`src/rtl/spi_slave_ram.sv`:
```
// ============================================================================
// Module   : spi_slave_ram
// Brief    : SPI slave front end (10-bit command frames) joined to an 8-bit RAM.
// Revision : 1.0 - initial release
// ============================================================================
`timescale 1ns/1ps
`default_nettype none

module spi_slave_ram #(
  parameter int MEM_DEPTH = 256,
  parameter int ADDR_SIZE = 8
) (
  input  logic clk,
  input  logic rst_n,
  input  logic MOSI,
  input  logic SS_n,
  output logic MISO
);

  typedef enum logic [2:0] {
    IDLE      = 3'd0,
    CHK_CMD   = 3'd1,
    WRITE     = 3'd2,
    READ_ADD  = 3'd3,
    READ_DATA = 3'd4
  } state_t;

  localparam logic [3:0] c_LAST_BIT = 4'd9;
  localparam logic [3:0] c_CMD_BITS = 4'd2;

  state_t               r_state;
  state_t               w_next_state;
  logic [3:0]           r_bit_cnt;
  logic [8:0]           r_rx_shift;
  logic [9:0]           r_rx_data;
  logic                 r_rx_valid;
  logic [7:0]           r_tx_data;
  logic                 r_tx_valid;
  logic [7:0]           r_tx_shift;
  logic [ADDR_SIZE-1:0] r_write_addr;
  logic [ADDR_SIZE-1:0] r_read_addr;
  logic [7:0]           r_mem [MEM_DEPTH];

  // Controller tracks the frame phase; the command is known once two bits are in.
  always_ff @(posedge clk or posedge rst_n) begin
    if (rst_n) r_state <= IDLE;
    else       r_state <= w_next_state;
  end

  always_comb begin
    w_next_state = r_state;
    if (!SS_n) begin
      w_next_state = IDLE;
    end else begin
      case (r_state)
        IDLE:    w_next_state = CHK_CMD;
        CHK_CMD: begin
          if (r_bit_cnt == c_CMD_BITS) begin
            if (!r_rx_shift[1])      w_next_state = WRITE;
            else if (!r_rx_shift[0]) w_next_state = READ_ADD;
            else                     w_next_state = READ_DATA;
          end
        end
        WRITE, READ_ADD, READ_DATA: begin
          if (r_bit_cnt == c_LAST_BIT) w_next_state = CHK_CMD;
        end
        default: w_next_state = IDLE;
      endcase
    end
  end

  // Receive path and MISO shifter; deselect discards the partial frame and any shift.
  always_ff @(posedge clk or posedge rst_n) begin
    if (rst_n) begin
      r_bit_cnt  <= 4'd0;
      r_rx_shift <= 9'd0;
      r_rx_data  <= 10'd0;
      r_rx_valid <= 1'b0;
      r_tx_shift <= 8'd0;
    end else begin
      r_rx_valid <= 1'b0;
      if (!SS_n) begin
        r_bit_cnt  <= 4'd0;
        r_tx_shift <= 8'd0;
      end else begin
        r_rx_shift <= {r_rx_shift[7:0], MOSI};
        if (r_bit_cnt == c_LAST_BIT) begin
          r_bit_cnt  <= 4'd0;
          r_rx_data  <= {r_rx_shift, MOSI};
          r_rx_valid <= 1'b1;
        end else begin
          r_bit_cnt <= r_bit_cnt + 4'd1;
        end
        if (r_tx_valid) r_tx_shift <= r_tx_data;
        else            r_tx_shift <= {r_tx_shift[6:0], 1'b0};
      end
    end
  end

  // Zeros fill in behind the byte, so MISO returns to 0 once all 8 bits are out.
  assign MISO = r_tx_shift[7];

  always_ff @(posedge clk or posedge rst_n) begin
    if (rst_n) begin
      r_write_addr <= '0;
      r_read_addr  <= '0;
      r_tx_data    <= 8'd0;
      r_tx_valid   <= 1'b0;
    end else begin
      r_tx_valid <= 1'b0;
      if (r_rx_valid) begin
        case (r_rx_data[9:8])
          2'b00:   r_write_addr <= r_rx_data[ADDR_SIZE-1:0];
          2'b10:   r_read_addr  <= r_rx_data[ADDR_SIZE-1:0];
          2'b11: begin
            r_tx_data  <= r_mem[r_read_addr];
            r_tx_valid <= 1'b1;
          end
          default: ;
        endcase
      end
    end
  end

  // RAM array keeps its contents through reset.
  always_ff @(posedge clk) begin
    if (r_rx_valid && (r_rx_data[9:8] == 2'b01)) r_mem[r_write_addr] <= r_rx_data[7:0];
  end

endmodule

`default_nettype wire

```
`config.mk`:
```
export PLATFORM = sky130hd
export DESIGN_NAME = spi_slave_ram
export DESIGN_NICKNAME = d
export VERILOG_FILES = /design/src/rtl/spi_slave_ram.sv
export SDC_FILE = /design/constraint.sdc
export NUM_CORES = 2
export LEC_CHECK = 0
export CAP_MARGIN = 25
export CORE_AREA = 10 10 617 316
export CTS_CLUSTER_SIZE = 14
export DETAILED_ROUTE_END_ITERATION = 10
export DIE_AREA = 0 0 627 326
export PLACE_DENSITY = 0.65
export SETUP_SLACK_MARGIN = 0.1
export SLEW_MARGIN = 30
export SYNTH_ARGS = -nofsm -noshare
export SYNTH_HDL_FRONTEND = slang
export SYNTH_SLANG_ARGS = --single-unit
```
`constraint.sdc`:
```
create_clock -name clk -period 12.25 [get_ports clk]
set_input_delay 3.0625 -clock clk [delete_from_list [all_inputs] [get_ports clk]]
set_output_delay 3.0625 -clock clk [all_outputs]
set_load 0.05 [all_outputs]
```
==> reports/results.ini <==
[status]
status = complete, no violations

[power]
seq_power_share_pct = 59.4
combPwrFrac_pct = 0.6
p_int_uw = 10700
p_sw_uw = 2600
peakVddDrop_mv = 0.117
powerDensity_nw_per_um2 = 147
power.leakage_uw = 0.0266
p_clk_share_pct = 39.9
swShare_pct = 19.6

[floorplan]
design.core.area_um2 = 185000
die_y_um = 326
dieWidth_um = 627
die-area_um2 = 204000
core.rowCount = 112
io_pins = 5
initial_core_util_pct = 44.7

[grt]
grt_pass1_vias = 40922
grt_max_degree = 194
overflow = 0
antenna_found_initial = 7
grt_usage_pct = 21.3
grt_pass1_wl_um = 316000

[logic_synthesis]
synth_warnings = 0
synth_top_area_share_pct = 74.5
ys_types = 61
syn_area_um2 = 82500
ys_seq_area_share_pct = 76.2
syn-num-nets = 4213
syn_inst = 4207
syn_avg_cell_area_um2 = 19.6
async_reset_ff_share_pct = 2.71
synthTopCellsByArea = edfxtp_1 75%, mux4_2 8.2%, mux2i_1 5.1%, dfrtp_1 1.7%, nor2_1 1.3%
synth_ff_type = edfxtp_1
ys_ff_latch = 2105
synth-edff-count = 2048
yosysTopAreaCell = edfxtp_1

[clocking]
cts_tree = yes
cts_resized = 0
cts-root-buf = clkbuf_16
clkLatencyLatePin_ns = 0.84
holdBufCountCts = 0
cts_buffer_depth = 4
clk_pin_slew_ns = 0.07
postCtsSetupBuffers = 0
clock_sinks = 2105
cts_buffers = 181
cts_max_level = 4

[drt]
first_pass_iters = 5
ant_nets = 0
wl_um = 224000
wl_per_cell_um = 33.1
drt_iter0_drc = 6962
vias_per_cell = 6.43
drc = 0
vias = 43432

[critical_path]
r2r_cells = 10
crit_family = buffers and inverters
cpMaxStageDelayCell = a21oi_1
crit_path_start_kind = register
endpoint_kind = register
path_common_cell = buf_12
r2r-start = r_read_addr[0]
reg2reg_slack_ns = 6.72
crit_buf_inv = 4
worst_ep_arrival_time_ns = 6.25
critPathKind = reg -> reg
cp_cell_sequence = buf_12, buf_12, buf_4, buf_12, mux4_2, o22ai_1, o21ai_0, a21oi_1, nor4_1, a211o_1
cp.depth = 10
r2r_end = r_tx_data[7]
cp_max_fo = 87
max_stage_delay_ns = 0.90
required_ns = 12.97

[worst_hold_path]
holdPathStages = 2
worstHoldStart = r_rx_shift[8]
whs_endpoint = r_rx_data[9]
hp-class = reg -> reg

[place]
portBuffers = 4
dp_hpwl_um = 142000
place_area_um2 = 85000
finalWeightedCongestion = 0.906

[timing]
fin_skew_ns = 0.0585
tns_ns = 0
hold_violations = 0
maxSlewHeadroom_pct = 19.9
rsz0062_at_grt = no
maxSlewViolCount = 0
tightest_slew_ns = 1.20
fin_crit_ns = 5.53
timing.fmax_mhz = 181
setup_viol = 0
fin_crit_sh_pct = 45.2

[finish]
final_cell_mix = 2048 x edfxtp_1, 421 x mux2i_1, 301 x mux4_2, 211 x nor2_1, 186 x clkbuf_16
nets = 4239
area_growth_pct = 9.36
finish.instance_area_um2 = 90300
layout_commonest_cell = edfxtp_1
fillers = 14737
seqCellArea_um2 = 63000
drive_gt1_share_pct = 18.0
multi_input_area_um2 = 18200

[run]
maxCapViolCount = 0

-- layout make-up --
class                           instances  share of cell area, %
Antenna cell                            1                0.00277
Tap cell                             2451                   3.40
Multi-Input combinational cell       1835                   20.1
Timing Repair Buffer                  103                   1.16
Clock buffer                          237                   5.41
Clock inverter                         19                  0.130
Sequential cell                      2105                   69.8
Inverter                                7                 0.0319
-- routing by layer --
layer | wire length [um] | part of all wire [%] | track usage (%) | vias up
li1 | - | - | - | 17243
met1 | 100000 | 45 | 34.5 | 22901
met2 | 82700 | 37 | 25.3 | 2958
met3 | 37100 | 17 | 10.2 | 324
met4 | 4060 | 1.8 | 3.85 | 6
met5 | 41 | 0.018 | 0 | -
-- power groups by stage --
stage	Clock, uW	Combinational, uW	Sequential (uW)
finish	5290	85.4	7870
global route	5640	91.5	7870
CTS	5320	79.5	7880
detailed placement	0	80.0	8030
global placement	0	70.8	8040
floorplan	0	15.5	8060
-- worst max-delay path by stage --
stage          slack [ns]            to           start
2_1_floorplan        7.79  r_bit_cnt[0]           rst_n
3_3_place_gp         6.84  r_tx_data[6]  r_read_addr[0]
3_5_place_dp         7.01  r_tx_data[7]  r_read_addr[0]
4_1_cts              7.00  r_tx_data[7]  r_read_addr[0]
5_1_grt              6.56  r_tx_data[7]  r_read_addr[0]
6_report             6.72  r_tx_data[7]  r_read_addr[0]
-- flip-flops by register name, summed over array words and instances, names as in the netlist, 4 cells and up --
| signal | flops |
|---|---|
| r_rx_data | 10 |
| r_bit_cnt | 4 |
| r_tx_shift | 8 |
| r_write_addr | 8 |
| r_tx_data | 8 |
| r_rx_shift | 9 |
| r_read_addr | 8 |
| r_mem | 2048 |
-- cell usage after synthesis, drive strengths merged (24+ instances only) --
master	n
mux4	315
o21ai	39
a22oi	40
edfxtp	2048
clkbuf	101
dfrtp	57
o22ai	120
o221ai	74
buf	158
nand2	136
mux2	47
nand3	47
nor2	288
a211oi	51
nor2b	24
a21oi	35
mux2i	422
-- metrics by stage --
| stage | setup WS [ns] | hold slack, ns | cells | total power, uW | utilization [%] |
|---|---|---|---|---|---|
| 3_3_place_gp | 6.84 | 0.453 | 6489 | 8110 | 45.8 |
| 2_1_floorplan | 7.79 | 0.435 | 4207 | 8070 | - |
| 3_5_place_dp | 7.01 | 0.458 | 6497 | 8110 | 46.0 |
| 4_1_cts | 7.00 | 0.475 | 6753 | 13300 | 48.7 |
| 5_1_grt | 6.56 | 0.518 | 6757 | 13600 | 48.8 |
| 6_report | 6.72 | 0.470 | 6758 | 13300 | 48.8 |
-- worst register-to-register path: cells and delay by family (launching register included) --
| kind | cells | cell delay [ns] |
|---|---|---|
| DFF | 1 | 0.88 |
| and+or+nand+nor | 1 | 0.21 |
| buffers and inverters | 4 | 2.22 |
| AOI/OAI and AO/OA | 4 | 1.56 |
| muxes | 1 | 0.57 |
-- cell families (layout without fill, tap and decap cells) --
logic type | after synthesis | after routing | share of synthesized area (%)
AND/OR/NAND/NOR | 572 | 572 | 2.99
other | 0 | 1 | 0
buffers and inverters | 267 | 366 | 2.19
AO/OA/AOI/OAI | 476 | 476 | 4.13
adder cells (fa/ha/maj) | 2 | 2 | 0.0303
flip-flops | 2105 | 2105 | 76.2
XOR/XNOR | 1 | 1 | 0.0106
multiplexers | 784 | 784 | 14.4
No activity file was read; power rests on OpenSTA's default activity.
